==> config.mk <==
export PLATFORM = sky130hd
export DESIGN_NAME = bus_sel_rr_xbar_arb_flat
export DESIGN_NICKNAME = d
export VERILOG_FILES = /design/src/rtl/bus_sel_rr_xbar_arb_if.sv /design/src/rtl/bus_sel_rr_xbar_arb.sv /design/src/flat_wrapper.sv
export SDC_FILE = /design/constraint.sdc
export NUM_CORES = 1
export LEC_CHECK = 0
export BUFFER_PORTS_ARGS = -buffer_cell sky130_fd_sc_hd__buf_2
export CAP_MARGIN = 20
export CORE_MARGIN = 2
export CORE_UTILIZATION = 52
export CTS_BUF_LIST = sky130_fd_sc_hd__clkbuf_2
export CTS_CLUSTER_DIAMETER = 30
export DETAILED_ROUTE_END_ITERATION = 8
export PLACE_DENSITY = 0.8
export SETUP_SLACK_MARGIN = 0.2
export SYNTH_ARGS = -nofsm -noshare
export SYNTH_HDL_FRONTEND = slang
export SYNTH_SLANG_ARGS = --single-unit
==> constraint.sdc <==
create_clock -name clk -period 1.95 [get_ports clk]
set_clock_uncertainty 0.2 [all_clocks]
set_input_delay 0 -clock clk [delete_from_list [all_inputs] [get_ports clk]]
set_output_delay 0 -clock clk [all_outputs]
set_load 0.02 [all_outputs]
==> src/rtl/bus_sel_rr_xbar_arb_if.sv <==
// bus_sel_rr_xbar_arb_if: fd request / fifo select bundle between fd ports and fifo arbiters
interface bus_sel_rr_xbar_arb_if #(
   parameter int PORT_NUM = 4
);
   logic [PORT_NUM*PORT_NUM-1:0] fd_req;
   logic [PORT_NUM-1:0]          fifo_ready;
   logic [PORT_NUM*PORT_NUM-1:0] fifo_bus_sel;
   logic [PORT_NUM*PORT_NUM-1:0] fd_grant;
   logic [PORT_NUM-1:0]          fifo_busy;
   modport master (output fd_req, fifo_ready, input fifo_bus_sel, fd_grant, fifo_busy);
   modport slave  (input fd_req, fifo_ready, output fifo_bus_sel, fd_grant, fifo_busy);
endinterface

==> src/rtl/bus_sel_rr_xbar_arb.sv <==
// bus_sel_rr_xbar_arb: per-fifo round-robin arbiters with bounded hold, registered one-hot selects
module bus_sel_rr_xbar_arb #(
   parameter int PORT_NUM = 4,
   parameter int MAX_HOLD = 16,
   localparam int HOLD_W  = $clog2(MAX_HOLD) + 1
) (
   input  logic                    clk,
   input  logic                    rst_n,
   bus_sel_rr_xbar_arb_if.slave    bus
);
   localparam int PW = $clog2(PORT_NUM);
   typedef enum logic {IDLE, GRANT} state_t;
   state_t              r_state    [PORT_NUM];
   state_t              w_state_nx [PORT_NUM];
   logic [PW-1:0]       r_owner    [PORT_NUM];
   logic [PW-1:0]       w_owner_nx [PORT_NUM];
   logic [PW-1:0]       r_ptr      [PORT_NUM];
   logic [PW-1:0]       w_ptr_nx   [PORT_NUM];
   logic [PW-1:0]       w_win      [PORT_NUM];
   logic [HOLD_W-1:0]   r_cnt      [PORT_NUM];
   logic [HOLD_W-1:0]   w_cnt_nx   [PORT_NUM];
   logic [PORT_NUM-1:0] r_sel      [PORT_NUM];
   logic [PORT_NUM-1:0] w_sel_nx   [PORT_NUM];
   logic [PORT_NUM-1:0] w_col      [PORT_NUM];
   logic [PORT_NUM-1:0] w_others   [PORT_NUM];
   // descending scan so the lowest offset after ptr is the last (winning) assignment
   always_comb begin
      for (int y = 0; y < PORT_NUM; y++) begin
         for (int x = 0; x < PORT_NUM; x++) w_col[y][x] = bus.fd_req[x*PORT_NUM+y];
         w_others[y] = w_col[y] & ~(PORT_NUM'(1) << r_owner[y]);
         w_win[y]    = '0;
         for (int i = PORT_NUM; i >= 1; i--)
            if (w_col[y][(int'(r_ptr[y]) + i) % PORT_NUM]) w_win[y] = PW'((int'(r_ptr[y]) + i) % PORT_NUM);
      end
   end
   always_comb begin
      for (int y = 0; y < PORT_NUM; y++) begin
         w_state_nx[y] = r_state[y];
         w_owner_nx[y] = r_owner[y];
         w_ptr_nx[y]   = r_ptr[y];
         w_cnt_nx[y]   = r_cnt[y];
         if (r_state[y] == IDLE) begin
            if (|w_col[y] && bus.fifo_ready[y]) begin
               w_state_nx[y] = GRANT;
               w_owner_nx[y] = w_win[y];
               w_ptr_nx[y]   = w_win[y];
               w_cnt_nx[y]   = '0;
            end
         end else if (!w_col[y][r_owner[y]]) begin
            w_state_nx[y] = IDLE;
         end else if (bus.fifo_ready[y]) begin
            // saturated owner yields only when someone else is waiting
            if (r_cnt[y] == HOLD_W'(MAX_HOLD-1) && |w_others[y]) w_state_nx[y] = IDLE;
            else if (r_cnt[y] != HOLD_W'(MAX_HOLD-1)) w_cnt_nx[y] = r_cnt[y] + 1'b1;
         end
         w_sel_nx[y] = (w_state_nx[y] == GRANT) ? PORT_NUM'(1) << w_owner_nx[y] : '0;
      end
   end
   always_ff @(posedge clk or negedge rst_n) begin
      if (!rst_n) begin
         for (int y = 0; y < PORT_NUM; y++) begin
            r_state[y] <= IDLE;
            r_owner[y] <= '0;
            r_ptr[y]   <= PW'(PORT_NUM-1);
            r_cnt[y]   <= '0;
            r_sel[y]   <= '0;
         end
      end else begin
         r_state <= w_state_nx;
         r_owner <= w_owner_nx;
         r_ptr   <= w_ptr_nx;
         r_cnt   <= w_cnt_nx;
         r_sel   <= w_sel_nx;
      end
   end
   for (genvar y = 0; y < PORT_NUM; y++) begin : g_row
      assign bus.fifo_busy[y] = |r_sel[y];
      for (genvar x = 0; x < PORT_NUM; x++) begin : g_col
         assign bus.fifo_bus_sel[y*PORT_NUM+x] = r_sel[y][x];
         assign bus.fd_grant[x*PORT_NUM+y]     = r_sel[y][x];
      end
   end
endmodule

==> src/flat_wrapper.sv <==
// flat-port wrapper written by rule: the top's interface ports become plain ports
module bus_sel_rr_xbar_arb_flat 
#(
   parameter int PORT_NUM = 4,
   parameter int MAX_HOLD = 16,
   localparam int HOLD_W  = $clog2(MAX_HOLD) + 1
)
  (clk, rst_n, bus_fd_req, bus_fifo_ready, bus_fifo_bus_sel, bus_fd_grant, bus_fifo_busy);
  bus_sel_rr_xbar_arb_if #(.PORT_NUM(PORT_NUM)) bus_i ();
  input  logic clk;
  input  logic rst_n;
  input wire logic [$bits(bus_i.fd_req)-1:0] bus_fd_req;
  input wire logic [$bits(bus_i.fifo_ready)-1:0] bus_fifo_ready;
  output wire logic [$bits(bus_i.fifo_bus_sel)-1:0] bus_fifo_bus_sel;
  output wire logic [$bits(bus_i.fd_grant)-1:0] bus_fd_grant;
  output wire logic [$bits(bus_i.fifo_busy)-1:0] bus_fifo_busy;
  assign bus_i.fd_req = bus_fd_req;
  assign bus_i.fifo_ready = bus_fifo_ready;
  assign bus_fifo_bus_sel = bus_i.fifo_bus_sel;
  assign bus_fd_grant = bus_i.fd_grant;
  assign bus_fifo_busy = bus_i.fifo_busy;
  bus_sel_rr_xbar_arb #(.PORT_NUM(PORT_NUM), .MAX_HOLD(MAX_HOLD)) u_core (.clk(clk), .rst_n(rst_n), .bus(bus_i));
endmodule
### Word level (Yosys, flattened, before mapping)

Cells that the tools add are included.

* register bits after elaboration: 56
* output and inout port bits: 36
* logic and storage cells: 296
* bits of input ports: 22

* equality and inequality tests: 24
* reduce and logical (&&, ||, !) cells: 48
* bitwise gates (word level): 28
* shifts and indexed selects: 8
* add/sub/neg operators: 20
* $lt $le $gt $ge: 20
* muxes and demuxes: 128

Operators by type and width (number)
* two-way mux 5 bit: 24
* < comparator 3 x 4 -> 1 bit, second input constant: 16
* two-way mux 1 bit: 56
* two-way mux 2 bit: 24
* OR reduction 4 bit: 12
* binary-select mux 1 bit (select 2 bit): 20
* inequality test 2 bit, second input constant: 16
* OR reduction 2 bit: 16
* left shift 1 x 2 -> 4 bit, first input constant: 8
* adder 5 x 1 -> 5 bit, second input constant: 4
* equality test 5 x 4 -> 1 bit, second input constant: 4
* inequality test 5 x 4 -> 1 bit, second input constant: 4
* AND reduction 5 bit: 4
* adder 2 x 1 -> 2 bit, second input constant: 8
* adder 2 bit, second input constant: 8
* AND 1 bit, first input constant: 16
* AND 4 bit: 4
* two-way mux 4 bit: 4
* inverter 4 bit: 4
* < comparator 2 x 3 -> 1 bit, second input constant: 4
* logical AND 1 bit: 8
* AND reduction 2 bit: 4
* nonzero test 2 bit: 4
* inverter 1 bit: 4

### Longest topological paths before layout

* depth in word-level cells: 14
* mapped depth: 8
* depth with buffers taken out: 8

### Least setup slack after synthesis

OpenSTA, ideal clock, no wires.

* kind: reg2reg
* start: reg u_core.r_cnt[10] in the netlist's numbering
* end: reg u_core.r_cnt[13] in the netlist's numbering
* path slack: 26 ps
* path buffers: 0
* arrival time: 1592 ps
* library setup time: 132 ps
* cell stages (with the launch flop): 7
* period minus slack after synthesis: 1924 ps
* data required time: 1618 ps
* cells stage by stage: dfrtp_1 -> ha_1 -> and3_1 -> ha_1 -> nand4b_1 -> o211ai_1 -> o31ai_1

* cells in the longest elaborated chain, start to end: 6
* elaborated cells on any way between the ends: 12

RTL lines
* from (decl): line bus_sel_rr_xbar_arb.sv:20 `logic [HOLD_W-1:0] r_cnt [PORT_NUM];`
* from (signal assigned): line bus_sel_rr_xbar_arb.sv:72 `r_cnt <= w_cnt_nx;`
* adder 5 x 1 -> 5 bit: line bus_sel_rr_xbar_arb.sv:54 `else if (r_cnt[y] != HOLD_W'(MAX_HOLD-1)) w_cnt_nx[y] = r_cnt[y] + 1'b1;`
* two-way mux 5 bit: line bus_sel_rr_xbar_arb.sv:54
* two-way mux 5 bit: line bus_sel_rr_xbar_arb.sv:53 `if (r_cnt[y] == HOLD_W'(MAX_HOLD-1) && |w_others[y]) w_state_nx[y] = IDLE;`
* two-way mux 5 bit: line bus_sel_rr_xbar_arb.sv:51 `end else if (bus.fifo_ready[y]) begin`
* two-way mux 5 bit: line bus_sel_rr_xbar_arb.sv:49 `end else if (!w_col[y][r_owner[y]]) begin`
* two-way mux 5 bit: line bus_sel_rr_xbar_arb.sv:42 `if (r_state[y] == IDLE) begin`

Parallel ways exist; a longest one is shown, timed or not. The select of a mux whose other input is x is not followed.
A chain may end at the register's enable or synchronous reset.

### Worst setup path in the final report

* start: reg u_core.r_cnt[16] in the netlist's numbering
* end: reg u_core.r_cnt[15] in the netlist's numbering

* cells in the longest elaborated chain, start to end: 4
* elaborated cells on any way between the ends: 6

RTL lines (line)
* equality test 5 x 4 -> 1 bit: bus_sel_rr_xbar_arb.sv:53
* logical AND 1 bit: bus_sel_rr_xbar_arb.sv:53
* inequality test 2 bit (no line)
* AND reduction 5 bit (no line) *

Mark *: on every way between the ends. The rest lies on a longest branch, timed or not.

==> results_dict.tcl <==
set metrics [dict create \
    first_iter_violations 146 \
    powerDensity_mw_per_mm2 1340 \
    cts-root-buf "clkbuf_2" \
    setup_viol 0 \
    instances_no_fill 514 \
    fin_nets 468 \
    syn-cell-area_sq_mm 0.00325 \
    synth_area_leaders "dfrtp_1 37%, dfstp_2 6.5%, nand2_1 4.0%" \
    fmax_mhz 514 \
    yosys_warnings 0 \
    ant_nets 0 \
    grt_usage 0.212 \
    syn2layout_area_growth_pct 37.5 \
    via_per_inst 5.67 \
    slowest_delay_ns 0.47 \
    cap_violations 0 \
    critPathMaxFanout 5 \
    clkSlewWorstSetupHoldPaths_ns 0.29 \
    final_cell_area_sq_mm 0.00447 \
    synthTopCellsByCount "48 x dfrtp_1, 35 x nand2_1, 30 x nor2_1" \
    synthCells 338 \
    drt_wl_total_um 7700 \
    crit_slowest_cell "dfrtp_1" \
    synth_cell_type_count 58 \
    hold_class "in2reg" \
    post_drt_wl_per_cell_um 15.0 \
    yosys.area.top_type_share 0.369 \
    yosys.area.top_type "dfrtp_1" \
    place_ws_ns 0.0698 \
    antenna_cells 0 \
    worstPathRequired_ns 2.15 \
    cts_buffer_depth 2 \
    post-route-min-period_ns 1.94 \
    postSynthAreaPerCell_sq_um 9.62 \
    fin_ws_ns 0.00608 \
    seq_area_sq_mm 0.00141 \
    htreeDepth 2 \
    grt_pass1_vias 2874 \
    slew_headroom 0.355 \
    design.portCount 58 \
    synth_edf_count 0 \
    syn_nets 368 \
    placed_cells 460 \
    antenna_found_initial 0 \
    drc 0 \
    synthArstFlopShare 1.00 \
    critPathKind "reg2reg" \
    cts_buffers 5 \
    cts.sinks 56 \
    ys_ff_latch 56 \
    cellLeakagePower_uw 0.00209 \
    crit_chain "ha_2 -> and3_4 -> ha_4 -> nand2b_4 -> a22o_4 -> mux2_4" \
    firstDrtPassIters 4 \
    synth.most_common_cell "dfrtp_1" \
    die_w_um 83.1 \
    fin_crit_sh 0.997 \
    core-area_sq_mm 0.00599 \
    status "complete, no violations" \
    cts_tree "yes" \
    rsz0062_at_grt "yes" \
    multi_input_area_sq_mm 0.00201 \
    hold_viol_final 0 \
    grt_pass1_wl_um 12300 \
    grt_max_degree 32 \
    place.gp.congestion 0.873 \
    vdd_ir_drop_max_uv 1150 \
    num_vias 2913 \
    drive_gt1_frac 0.424 \
    rows 28 \
    grt_overflow_total 0 \
    critPathBufInv 0 \
    dieArea_sq_mm 0.00690 \
    worst_setup_path_start_kind "flip-flop" \
    crit_family "flip-flops" \
    setup_tns_ns 0 \
    critPathCaptureType "flip-flop" \
    synth_ff_type "dfrtp_1" \
    ys_seq_area_frac 0.434 \
    fillers 403 \
    initial_utilization 0.543 \
    port_buffers 57 \
    worst_pin_slew_ns 0.964 \
    crit_arrival_ns 2.14 \
    drv_slew 0 \
    die_y_um 83.1 \
    dpl_cell_area_sq_mm 0.00367 \
    hpwl_um 4710 \
    clk_latency_ns 0.46 \
]
-- what timing repair did --
| action | CTS | global route |
|---|---|---|
| endpoints found under the setup margin | 39 | 46 |
| hold buffers | 23 | 0 |
| pin swaps | 16 | 20 |
| cloned | 0 | 0 |
| gates resized for setup | 35 | 45 |
| buffers inserted | 15 | 8 |
| hold endpoints to repair | 112 | 0 |
-- cells in the final DEF, fill, tap and decap left out, types with 4 or more instances in the layout --
cell type      Yosys  routed
nor2b_1            4       4
inv_1             23      23
nand3_1            7       7
o21ai_2            0      10
dfrtp_1           48      48
nor3b_1            6       6
nand2_2            0      12
buf_2              2      53
buf_6              0       6
ha_4               0       4
dfstp_2            8       8
a21o_1             7       7
nand2b_1          18      14
dlygate4sd3_1      0      23
clkbuf_2           0       5
ha_2               0       4
nand2_1           35      22
nor2_1            30      29
mux2i_1            7       7
or4_4              3       7
o21ai_0           17       6
nand2b_4           0       4
and3_4             0       4
buf_4             16      28
a31oi_1            6       4
a21oi_1            9       7
and2_1             5       5
-- layer usage --
layer,part of all wire,up-vias,global-route usage,routed length (um)
met5,0,-,0,0
met3,0.045,20,0.0328,343
met1,0.41,1397,0.256,3130
li1,-,1413,-,-
met4,0.027,0,0.0715,205
met2,0.52,83,0.383,4030
-- report_power, final --
group | total, uW | internal [uW] | switching (uW)
sequential | 2070 | 1620 | 449
clock | 596 | 213 | 383
combinational | 3340 | 1610 | 1730
-- through the flow --
step	util	power, uW	hold WS, ns
2_1_floorplan	-	3900	-0.496
3_5_place_dp	0.612	4510	-0.157
6_report	0.746	6000	0.225
5_1_grt	0.746	6400	0.214
4_1_cts	0.705	5580	0.158
3_3_place_gp	0.612	4430	-0.163
-- sequential cells by signal, indices dropped and copies added (netlist names) --
name,count
u_core.r_owner,8
u_core.r_ptr,8
u_core.r_state,4
u_core.bus.fd_grant,16
u_core.r_cnt,20
-- layout make-up --
cell class | instances | area share
Multi-Input combinational cell | 239 | 0.449
Sequential cell | 56 | 0.316
Timing Repair Buffer | 111 | 0.177
Inverter | 25 | 0.0215
Tap cell | 75 | 0.0210
Clock inverter | 3 | 0.00951
Clock buffer | 5 | 0.00560
-- cells by family after synthesis --
logic type,Yosys count,synth area share
simple gates,132,0.220
xor+xnor,3,0.00808
compound gates,85,0.191
mux,11,0.0458
buf+inv,43,0.0696
fa+ha+maj,8,0.0308
flops,56,0.434
-- path summary, 6_finish.rpt --
path                                   startpoint                      end  slack (ns)  cells after the start
worst min register to register   u_core.r_cnt[18]         u_core.r_cnt[18]        0.31                      1
worst min-delay path            bus_fifo_ready[3]          u_core.r_cnt[2]        0.22                      4
worst max-delay path             u_core.r_cnt[16]         u_core.r_cnt[15]       0.006                      6
min in group asynchronous                   rst_n        u_core.r_owner[3]        0.52                      3
max in group asynchronous                   rst_n  u_core.bus.fd_grant[14]        0.47                      3
worst max register to register   u_core.r_cnt[16]         u_core.r_cnt[15]       0.006                      6
-- worst register-to-register path, delay by kind of cell, from the launching register on --
family	cells	cell delay [ns]
DFF	1	0.47
adders and majority gates	2	0.35
and+or+nand+nor	2	0.34
muxes	1	0.27
AOI/OAI and AO/OA	1	0.25
No activity file was read; power rests on OpenSTA's default activity.
